==> config.mk <==
export PLATFORM = sky130hd
export DESIGN_NAME = playback_sequencer_flat
export DESIGN_NICKNAME = d
export VERILOG_FILES = /design/src/rtl/playback_sequencer_pkg.sv /design/src/rtl/playback_sequencer_if.sv /design/src/rtl/playback_sequencer_down_counter.sv /design/src/rtl/playback_sequencer.sv /design/src/flat_wrapper.sv
export SDC_FILE = /design/constraint.sdc
export NUM_CORES = 1
export LEC_CHECK = 0
export BUFFER_PORTS_ARGS = -buffer_cell sky130_fd_sc_hd__buf_4
export CORE_AREA = 2 2 56 58
export CTS_BUF_LIST = sky130_fd_sc_hd__clkbuf_16
export DETAILED_ROUTE_END_ITERATION = 8
export DIE_AREA = 0 0 58 60
export PLACE_DENSITY = 0.5
export REMOVE_ABC_BUFFERS = 1
export SYNTH_ARGS = -nofsm -noshare
export SYNTH_HDL_FRONTEND = slang
export SYNTH_SLANG_ARGS = --single-unit
==> constraint.sdc <==
create_clock -name clk -period 2.7 [get_ports clk]
set_input_delay 0.27 -clock clk [delete_from_list [all_inputs] [get_ports clk]]
set_output_delay 0.27 -clock clk [all_outputs]
set_load 0.02 [all_outputs]
==> src/rtl/playback_sequencer_pkg.sv <==
// Shared music player definitions: sequencer state encoding, song count and
// envelope parameter-select codes.
package playback_sequencer_pkg;

  localparam int NUM_SONGS = 4;

  typedef enum logic [1:0] {
    ST_PAUSED  = 2'd0,
    ST_PLAYING = 2'd1,
    ST_CHANGE  = 2'd2
  } state_e;

  localparam logic [1:0] PSEL_ATTACK  = 2'd0;
  localparam logic [1:0] PSEL_DECAY   = 2'd1;
  localparam logic [1:0] PSEL_RELEASE = 2'd2;

  // Selection cycles attack -> decay -> release -> attack; code 3 is never produced.
  function automatic logic [1:0] next_param_sel(input logic [1:0] sel);
    return (sel == PSEL_RELEASE) ? PSEL_ATTACK : sel + 2'd1;
  endfunction

endpackage

==> src/rtl/playback_sequencer_if.sv <==
// User buttons and song-reader event in, player control and envelope settings out.
interface playback_sequencer_if;
  logic       play_button;
  logic       next_button;
  logic       song_done;
  logic       dyn_button;
  logic       sel_button;
  logic       inc_button;
  logic       play;
  logic       reset_player;
  logic [1:0] song;
  logic       toggle_dynamics;
  logic [1:0] attack_time_pow;
  logic [1:0] decay_time_pow;
  logic [1:0] release_time_pow;
  logic [1:0] param_sel;

  modport master (
    output play_button, next_button, song_done, dyn_button, sel_button, inc_button,
    input  play, reset_player, song, toggle_dynamics,
           attack_time_pow, decay_time_pow, release_time_pow, param_sel
  );

  modport slave (
    input  play_button, next_button, song_done, dyn_button, sel_button, inc_button,
    output play, reset_player, song, toggle_dynamics,
           attack_time_pow, decay_time_pow, release_time_pow, param_sel
  );
endinterface

==> src/rtl/playback_sequencer_down_counter.sv <==
// 4-bit loadable down counter that holds at zero; times the song-change hold.
module down_counter (
  input  logic       clk,
  input  logic       reset,
  input  logic       load,
  input  logic       en,
  input  logic [3:0] load_val,
  output logic       zero
);

  logic [3:0] count_q, count_d;

  always_comb begin
    count_d = count_q;
    if (load)
      count_d = load_val;
    else if (en && (count_q != 4'd0))
      count_d = count_q - 4'd1;
  end

  always_ff @(posedge clk) begin
    if (reset)
      count_q <= 4'd0;
    else
      count_q <= count_d;
  end

  assign zero = (count_q == 4'd0);

endmodule

==> src/rtl/playback_sequencer.sv <==
// Play/pause/skip sequencer for the music player plus envelope parameter editing.
// Every output is a flop, so each button press shows up exactly one clock later.
module playback_sequencer
  import playback_sequencer_pkg::*;
#(
  parameter int RESET_CYCLES = 2,
  parameter bit LOOP_ALL     = 1'b0
) (
  input  logic           clk,
  input  logic           reset,
  playback_sequencer_if.slave io
);

  state_e     state_q, state_d;
  state_e     ret_q, ret_d;
  logic       cnt_load, cnt_en, cnt_zero;

  logic       play_q, play_d;
  logic       rp_q, rp_d;
  logic [1:0] song_q, song_d;
  logic       tdyn_q, tdyn_d;
  logic [1:0] att_q, att_d;
  logic [1:0] dec_q, dec_d;
  logic [1:0] rel_q, rel_d;
  logic [1:0] sel_q, sel_d;

  down_counter u_hold (
    .clk      (clk),
    .reset    (reset),
    .load     (cnt_load),
    .en       (cnt_en),
    .load_val (4'(RESET_CYCLES - 1)),
    .zero     (cnt_zero)
  );

  always_ff @(posedge clk) begin
    if (reset) begin
      state_q <= ST_PAUSED;
      ret_q   <= ST_PAUSED;
    end else begin
      state_q <= state_d;
      ret_q   <= ret_d;
    end
  end

  // Player events are ignored while a change is in progress; the counter is
  // loaded with one less than the hold length because the entry edge counts.
  always_comb begin
    state_d  = state_q;
    ret_d    = ret_q;
    cnt_load = 1'b0;
    cnt_en   = 1'b0;
    case (state_q)
      ST_PAUSED: begin
        if (io.next_button) begin
          state_d  = ST_CHANGE;
          ret_d    = ST_PAUSED;
          cnt_load = 1'b1;
        end else if (io.play_button) begin
          state_d = ST_PLAYING;
        end
      end
      ST_PLAYING: begin
        if (io.song_done) begin
          state_d  = ST_CHANGE;
          ret_d    = ((song_q == 2'(NUM_SONGS - 1)) && !LOOP_ALL) ? ST_PAUSED : ST_PLAYING;
          cnt_load = 1'b1;
        end else if (io.next_button) begin
          state_d  = ST_CHANGE;
          ret_d    = ST_PLAYING;
          cnt_load = 1'b1;
        end else if (io.play_button) begin
          state_d = ST_PAUSED;
        end
      end
      ST_CHANGE: begin
        if (cnt_zero)
          state_d = ret_q;
        else
          cnt_en = 1'b1;
      end
      default: state_d = ST_PAUSED;
    endcase
  end

  always_comb begin
    play_d = (state_d == ST_PLAYING);
    rp_d   = (state_d == ST_CHANGE);
    song_d = song_q;
    if ((state_q != ST_CHANGE) && (state_d == ST_CHANGE))
      song_d = song_q + 2'd1;

    tdyn_d = tdyn_q ^ io.dyn_button;
    sel_d  = io.sel_button ? next_param_sel(sel_q) : sel_q;

    // The increment targets the selection as it stood before any same-cycle step.
    att_d = att_q;
    dec_d = dec_q;
    rel_d = rel_q;
    if (io.inc_button) begin
      case (sel_q)
        PSEL_ATTACK:  att_d = att_q + 2'd1;
        PSEL_DECAY:   dec_d = dec_q + 2'd1;
        PSEL_RELEASE: rel_d = rel_q + 2'd1;
        default:      ;
      endcase
    end
  end

  always_ff @(posedge clk) begin
    if (reset) begin
      play_q <= 1'b0;
      rp_q   <= 1'b1;
      song_q <= 2'd0;
      tdyn_q <= 1'b1;
      att_q  <= 2'd3;
      dec_q  <= 2'd3;
      rel_q  <= 2'd3;
      sel_q  <= PSEL_ATTACK;
    end else begin
      play_q <= play_d;
      rp_q   <= rp_d;
      song_q <= song_d;
      tdyn_q <= tdyn_d;
      att_q  <= att_d;
      dec_q  <= dec_d;
      rel_q  <= rel_d;
      sel_q  <= sel_d;
    end
  end

  assign io.play             = play_q;
  assign io.reset_player     = rp_q;
  assign io.song             = song_q;
  assign io.toggle_dynamics  = tdyn_q;
  assign io.attack_time_pow  = att_q;
  assign io.decay_time_pow   = dec_q;
  assign io.release_time_pow = rel_q;
  assign io.param_sel        = sel_q;

endmodule

==> src/flat_wrapper.sv <==
// flat-port wrapper written by rule: the top's interface ports become plain ports
module playback_sequencer_flat import playback_sequencer_pkg::*;
#(
  parameter int RESET_CYCLES = 2,
  parameter bit LOOP_ALL     = 1'b0
)
  (clk, reset, io_play_button, io_next_button, io_song_done, io_dyn_button, io_sel_button, io_inc_button, io_play, io_reset_player, io_song, io_toggle_dynamics, io_attack_time_pow, io_decay_time_pow, io_release_time_pow, io_param_sel);
  playback_sequencer_if io_i ();
  input  logic clk;
  input  logic reset;
  input wire logic [$bits(io_i.play_button)-1:0] io_play_button;
  input wire logic [$bits(io_i.next_button)-1:0] io_next_button;
  input wire logic [$bits(io_i.song_done)-1:0] io_song_done;
  input wire logic [$bits(io_i.dyn_button)-1:0] io_dyn_button;
  input wire logic [$bits(io_i.sel_button)-1:0] io_sel_button;
  input wire logic [$bits(io_i.inc_button)-1:0] io_inc_button;
  output wire logic [$bits(io_i.play)-1:0] io_play;
  output wire logic [$bits(io_i.reset_player)-1:0] io_reset_player;
  output wire logic [$bits(io_i.song)-1:0] io_song;
  output wire logic [$bits(io_i.toggle_dynamics)-1:0] io_toggle_dynamics;
  output wire logic [$bits(io_i.attack_time_pow)-1:0] io_attack_time_pow;
  output wire logic [$bits(io_i.decay_time_pow)-1:0] io_decay_time_pow;
  output wire logic [$bits(io_i.release_time_pow)-1:0] io_release_time_pow;
  output wire logic [$bits(io_i.param_sel)-1:0] io_param_sel;
  assign io_i.play_button = io_play_button;
  assign io_i.next_button = io_next_button;
  assign io_i.song_done = io_song_done;
  assign io_i.dyn_button = io_dyn_button;
  assign io_i.sel_button = io_sel_button;
  assign io_i.inc_button = io_inc_button;
  assign io_play = io_i.play;
  assign io_reset_player = io_i.reset_player;
  assign io_song = io_i.song;
  assign io_toggle_dynamics = io_i.toggle_dynamics;
  assign io_attack_time_pow = io_i.attack_time_pow;
  assign io_decay_time_pow = io_i.decay_time_pow;
  assign io_release_time_pow = io_i.release_time_pow;
  assign io_param_sel = io_i.param_sel;
  playback_sequencer #(.RESET_CYCLES(RESET_CYCLES), .LOOP_ALL(LOOP_ALL)) u_core (.clk(clk), .reset(reset), .io(io_i));
endmodule
# Word level (Yosys, flattened, before mapping)
# Index checks and enable logic that the tools add are counted.
# totals
out_inout_bits	13
regBits	21
elab_cells	62
in_bits	8
# op_classes
n_eq_ne	10
n_reduce_logical	13
bitwise_logic	1
mux	20
add_sub_neg	6
# op_table
op	n
$mux 2	10
$add 2x1->2 const B	5
$eq 2x2->1 const B	4
$mux 1	7
$eq 2x1->1 const B	3
$pmux 2 s3	1
$reduce_and 2->1	3
$logic_not 2->1	2
$logic_not 4->1	1
$ne 2x2->1 const B	2
$pmux 2 s2	1
$reduce_bool 2->1	2
$reduce_bool 4->1	1
$sub 4x1->4 const B	1
$ne 3x3->1 const B	1
$reduce_and 3->1	1
$logic_and 1x1->1	2
$pmux 1 s2	1
$reduce_or 2->1	1
$xor 1x1->1	1

# Logic depth before layout (Yosys ltp)
# logic_depth
ltp_word	6
depth_mapped	5
mapped_depth_nobuf	5

# By module
# A second synthesis with hierarchy kept.
# unflattened
cells_unflattened	100
area_unflattened_um2	943.4
# by_module_without_submodules
mod	seq_area_each_um2	area_each_um2	cells_each	n_inst
playback_sequencer	320.3	680.7	71	1
down_counter	80.1	262.8	29	1

# Least setup slack after synthesis
# OpenSTA, ideal clock, no wires.
# synth_timing
kind	register to register
from	register u_core.u_hold.count_q[0]
to	register u_core.u_hold.count_q[0]
required_time_ps	2580
setup_time_ps	120
slack_ps	1280
path_stages_with_launch	6
n_path_buf	0
period_less_slack_ps	1420
arrival_time_ps	1300
cell_sequence	dfxtp_1 > inv_1 > ha_1 > or3b_4 > and2_4 > o31a_1
# synth_between
elab_chain_len	5
elab_cells_between_ends	9
classes_between	add/sub (1); mux (4); reduce/logical (4)
# synth_rtl
element	line_no	text
from (decl)	playback_sequencer_down_counter.sv:11	logic [3:0] count_q, count_d;
from (signal assigned)	playback_sequencer_down_counter.sv:25	count_q <= count_d;
parallel branches: the longest is 5 deep, another holds $sub 4x1->4	n/a	
# Parallel ways; which one is timed is not known. The select of a mux whose other input is x is not followed.
# A chain may end at the register's enable or synchronous reset.

# Worst setup path after layout
# Ends and elaborated chain as after synthesis.

==> results <==
- A synthesized cell averages 10.08 um^2.
- Clock tree synthesis inserted a total of 3 buffers.
- Routability-driven placement finished with a final weighted congestion of 0.7717.
- In the final design database the tool counted 121 nets.
- The area enclosed by the die boundary is 3480 um^2.
- The maximum achievable frequency is 0.6681 GHz.
- The actual slew at the worst max-slew pin is 0.3935 ns.
- The floorplan step set the die height to 60 um.
- The part of the Yosys area used for sequential elements is 44.14%.
- The clock transition at the registers of the reported paths is 0.06 ns.
- In this run the number of H-tree levels came out at 1.
- The maximum fanout count along the critical path is 4.
- The proportion of netlist area held by the largest area contributor is 44.14%.
- The count of antenna diodes in the layout is 0.
- The first-pass GRT wire length is 3029 um.
- The total negative slack for setup checks is 0 ns.
- Setup repair after global routing left no endpoint under its margin.
- Yosys printed 0 warnings.
- The quantity of gates resized following cts is 0.
- The clock latency on the worst-skew pair is 0.25 ns.
- The count of nets left with antenna violations after detail routing is 0.
- The flop and latch count out of synthesis is 20.
- By area the synthesized netlist is led by sky130_fd_sc_hd__dfxtp_1, sky130_fd_sc_hd__nand2b_1, sky130_fd_sc_hd__a21oi_1, sky130_fd_sc_hd__inv_1, sky130_fd_sc_hd__a31o_2.
- After detailed routing, the number of vias per cell comes to 5.007.
- The detailed router placed 716 vias in this run.
- The first routing iteration left 17 violations.
- Setup violations remaining at the end of the flow were counted as 0.
- The number of hold buffers added after CTS was 0.
- The count of final hold-check violations came to 0.
- The CTS tree is built.
- During I/O placement, the number of pins put on the boundary was 21.
- Traced cell by cell, the critical path runs through inv_1 > ha_1 > or3b_4 > and2_4 > o31a_1.
- The met1 track utilization from global routing is 15.17%.
- The ratio of cells with drive above 1 in the final layout is 30.91%.
- The flow ran to the end, and the final reports show no timing, DRC or antenna violations.
- The type of destination of the critical path is a flop.
- In this run the core area contains 20 standard-cell rows.
- The worst setup path is launched from a flop.
- Global routing consumed, on the met3 layer, 2.597% of the routing resources.
- For this configuration, the core starts out at a cell density of 31.25%.
- The headroom to the max-slew limit is 73.71%.
- The part of the cycle the worst path needs is 55.43%.
- The cell type with the largest total area after synthesis is sky130_fd_sc_hd__dfxtp_1.
- Global routing used 11.64% of the available tracks across all layers.
- The worst-case IR drop observed on VDD is 418.1 uV.
- The worst setup path is of the reg -> reg kind.
- The overall overflow remaining after global route is 0.
- The region available for standard cell placement spans 2903 um^2.
- For this run, design rule violations remaining after detail routing come to 0.
- The average detailed-routed wire length per instance is 12.13 um.
- The static leakage is 0.0004775 uW.
- For this run, the slowest stage of the critical path takes 0.41 ns.
- The worst min-delay path category is in -> reg.
- After legalization and detailed placement, the total HPWL measured 1261 um.
- The clock period could shrink to 1.497 ns.
- Once layout is complete, the utilization of the core stands at 40.34%.
- After technology mapping, the gate count stands at 90.
- Measured along the x axis, the die boundary spans 58 um.
- Relative to the synthesized area, the layout overhead comes to 29.10%.
- The number of buffer cells added on primary ports is 20.
- The dominant register cell in the synthesized netlist is sky130_fd_sc_hd__dfxtp_1.
- The largest clock skew in the final design is 0.001583 ns.
- No sink is reached through more buffers than the 2 on the longest clock path.
- The number of pins with negative max-slew slack in the final report was 0.
- For this block, the routed nets add up to 1734 um of wire.
- The number of setup buffers added after CTS is 0.
- The number of antenna violations at the first check in global routing is 0.
- For this design the ratio of total power to cell area is 733.1 nW/um^2.
- The data arrival at the endpoint of the critical path is 1.64 ns.
- The first detailed-routing pass ran for 4 iterations.
- The async set-reset flop share out of synthesis is 0%.
- In the global route stage, met2 resource usage came out at 18.02%.
- In this run, synthesis inferred 0 flip-flops with an integrated enable.
- The via count of the first global-routing pass was 669.
- The tree is rooted in a sky130_fd_sc_hd__clkbuf_16.
- The synthesized netlist contains 35 unique library cells.
- Max-cap violations in this run came to 0.
- The total clock sinks is 20.
- The largest individual stage delay along the critical path comes from the cell sky130_fd_sc_hd__or3b_4.
- The required time of the critical path is 2.84 ns.
- The cell area that synthesis handed to floorplanning was 907.1 um^2.
- The maximum number of pins on one net before global-route repair is 20.
- In this run the most used layer during global routing was met2.
## per-stage QoR
stage                     hold WS [ns]  cell area [um^2]  instances  power [uW]  setup slack [ns]
after floorplan                 0.3391             874.6         86       414.7             1.280
after global placement          0.4778              1066        139       461.8             1.241
after detailed placement        0.4751              1066        139       464.2             1.216
after CTS                       0.2479              1171        143       870.9             1.208
after global routing            0.2575              1171        143       903.9             1.145
final                           0.2506              1171        143       858.5             1.203
## worst paths after layout
| path | slack [ns] | end | from | cells after the start |
|---|---|---|---|---|
| worst max-delay path | 1.20 | u_core.u_hold.count_q[0] | u_core.u_hold.count_q[0] | 5 |
| worst min register to register | 0.49 | u_core.io.toggle_dynamics | u_core.io.toggle_dynamics | 2 |
| worst min-delay path | 0.25 | u_core.io.toggle_dynamics | io_dyn_button | 3 |
| worst max register to register | 1.20 | u_core.u_hold.count_q[0] | u_core.u_hold.count_q[0] | 5 |
## synthesized netlist by cell type, types with 2 or more instances
library cell               count
sky130_fd_sc_hd__xor2_1        2
sky130_fd_sc_hd__nand2b_1      6
sky130_fd_sc_hd__o21bai_1      2
sky130_fd_sc_hd__o41ai_1       2
sky130_fd_sc_hd__mux2i_1       2
sky130_fd_sc_hd__a21o_1        2
sky130_fd_sc_hd__o21ai_0       3
sky130_fd_sc_hd__xnor2_1       2
sky130_fd_sc_hd__nor2_1        4
sky130_fd_sc_hd__a31oi_1       3
sky130_fd_sc_hd__nand4b_1      3
sky130_fd_sc_hd__dfxtp_1      20
sky130_fd_sc_hd__a31o_2        3
sky130_fd_sc_hd__a21oi_1       7
sky130_fd_sc_hd__clkbuf_1      2
sky130_fd_sc_hd__inv_1         7
sky130_fd_sc_hd__ha_1          2
## layer usage
layer | part of all wire [%] | up-vias
met3 | 5.2 | 2
li1 | - | 364
met4 | 0.75 | 0
met2 | 46 | 17
met1 | 47 | 333
met5 | 0 | -
## flip-flops by register name (all words and copies together), names as in the netlist
name                        flops
u_core.io.play                  1
u_core.io.release_time_pow      2
u_core.io.reset_player          1
u_core.io.param_sel             2
u_core.io.toggle_dynamics       1
u_core.io.decay_time_pow        2
u_core.u_hold.count_q           4
u_core.ret_q                    1
u_core.io.song                  2
u_core.io.attack_time_pow       2
u_core.state_q                  2
## layout make-up
class                           count  area, um^2
Clock buffer                        3       75.07
Clock inverter                      1       30.03
Fill cell                         297        1732
Inverter                            7       26.28
Multi-Input combinational cell     59       447.9
Sequential cell                    20       400.4
Tap cell                           33       41.29
Timing Repair Buffer               20       150.1
## power breakdown
part           internal, uW  total [uW]  switching, uW
clock network           294         401            108
logic                  60.9         122           61.3
registers               316         335           19.3
## critical path, delay by kind of cell (launching register included)
kind | cells | cell delay [ns]
simple gates | 2 | 0.57
flops | 1 | 0.33
buf+inv | 1 | 0.06
compound gates | 1 | 0.22
fa+ha+maj | 1 | 0.19
## layout by cell type, fill, tap and decap left out, drive strengths merged
| cell type | count |
|---|---|
| buf | 20 |
| or3 | 1 |
| nor2b | 1 |
| or3b | 1 |
| o21ba | 1 |
| nand4bb | 1 |
| inv | 7 |
| o31a | 1 |
| clkbuf | 3 |
| or2 | 1 |
| and2 | 1 |
| and4bb | 1 |
| o21bai | 2 |
| a21bo | 1 |
| a311oi | 1 |
| and2b | 1 |
| nor3b | 1 |
| ha | 2 |
| and3b | 1 |
| nand4b | 3 |
| a31o | 3 |
| xnor2 | 2 |
| mux2i | 2 |
| a21o | 2 |
| o41ai | 2 |
| dfxtp | 20 |
| bufinv | 1 |
| nor3 | 1 |
| o21ai | 3 |
| a21oi | 7 |
| nor2 | 4 |
| nand2b | 6 |
| xor2 | 2 |
| a211oi | 1 |
| a31oi | 3 |
## kinds of logic after synthesis
logic type,share of synthesized area [%]
AO/OA/AOI/OAI,21.24
AND/OR/NAND/NOR,19.31
flip-flops,44.14
buffers and inverters,6.483
XOR/XNOR,3.863
multiplexers,2.207
adder cells (fa/ha/maj),2.758
No activity file was read; power rests on OpenSTA's default activity.
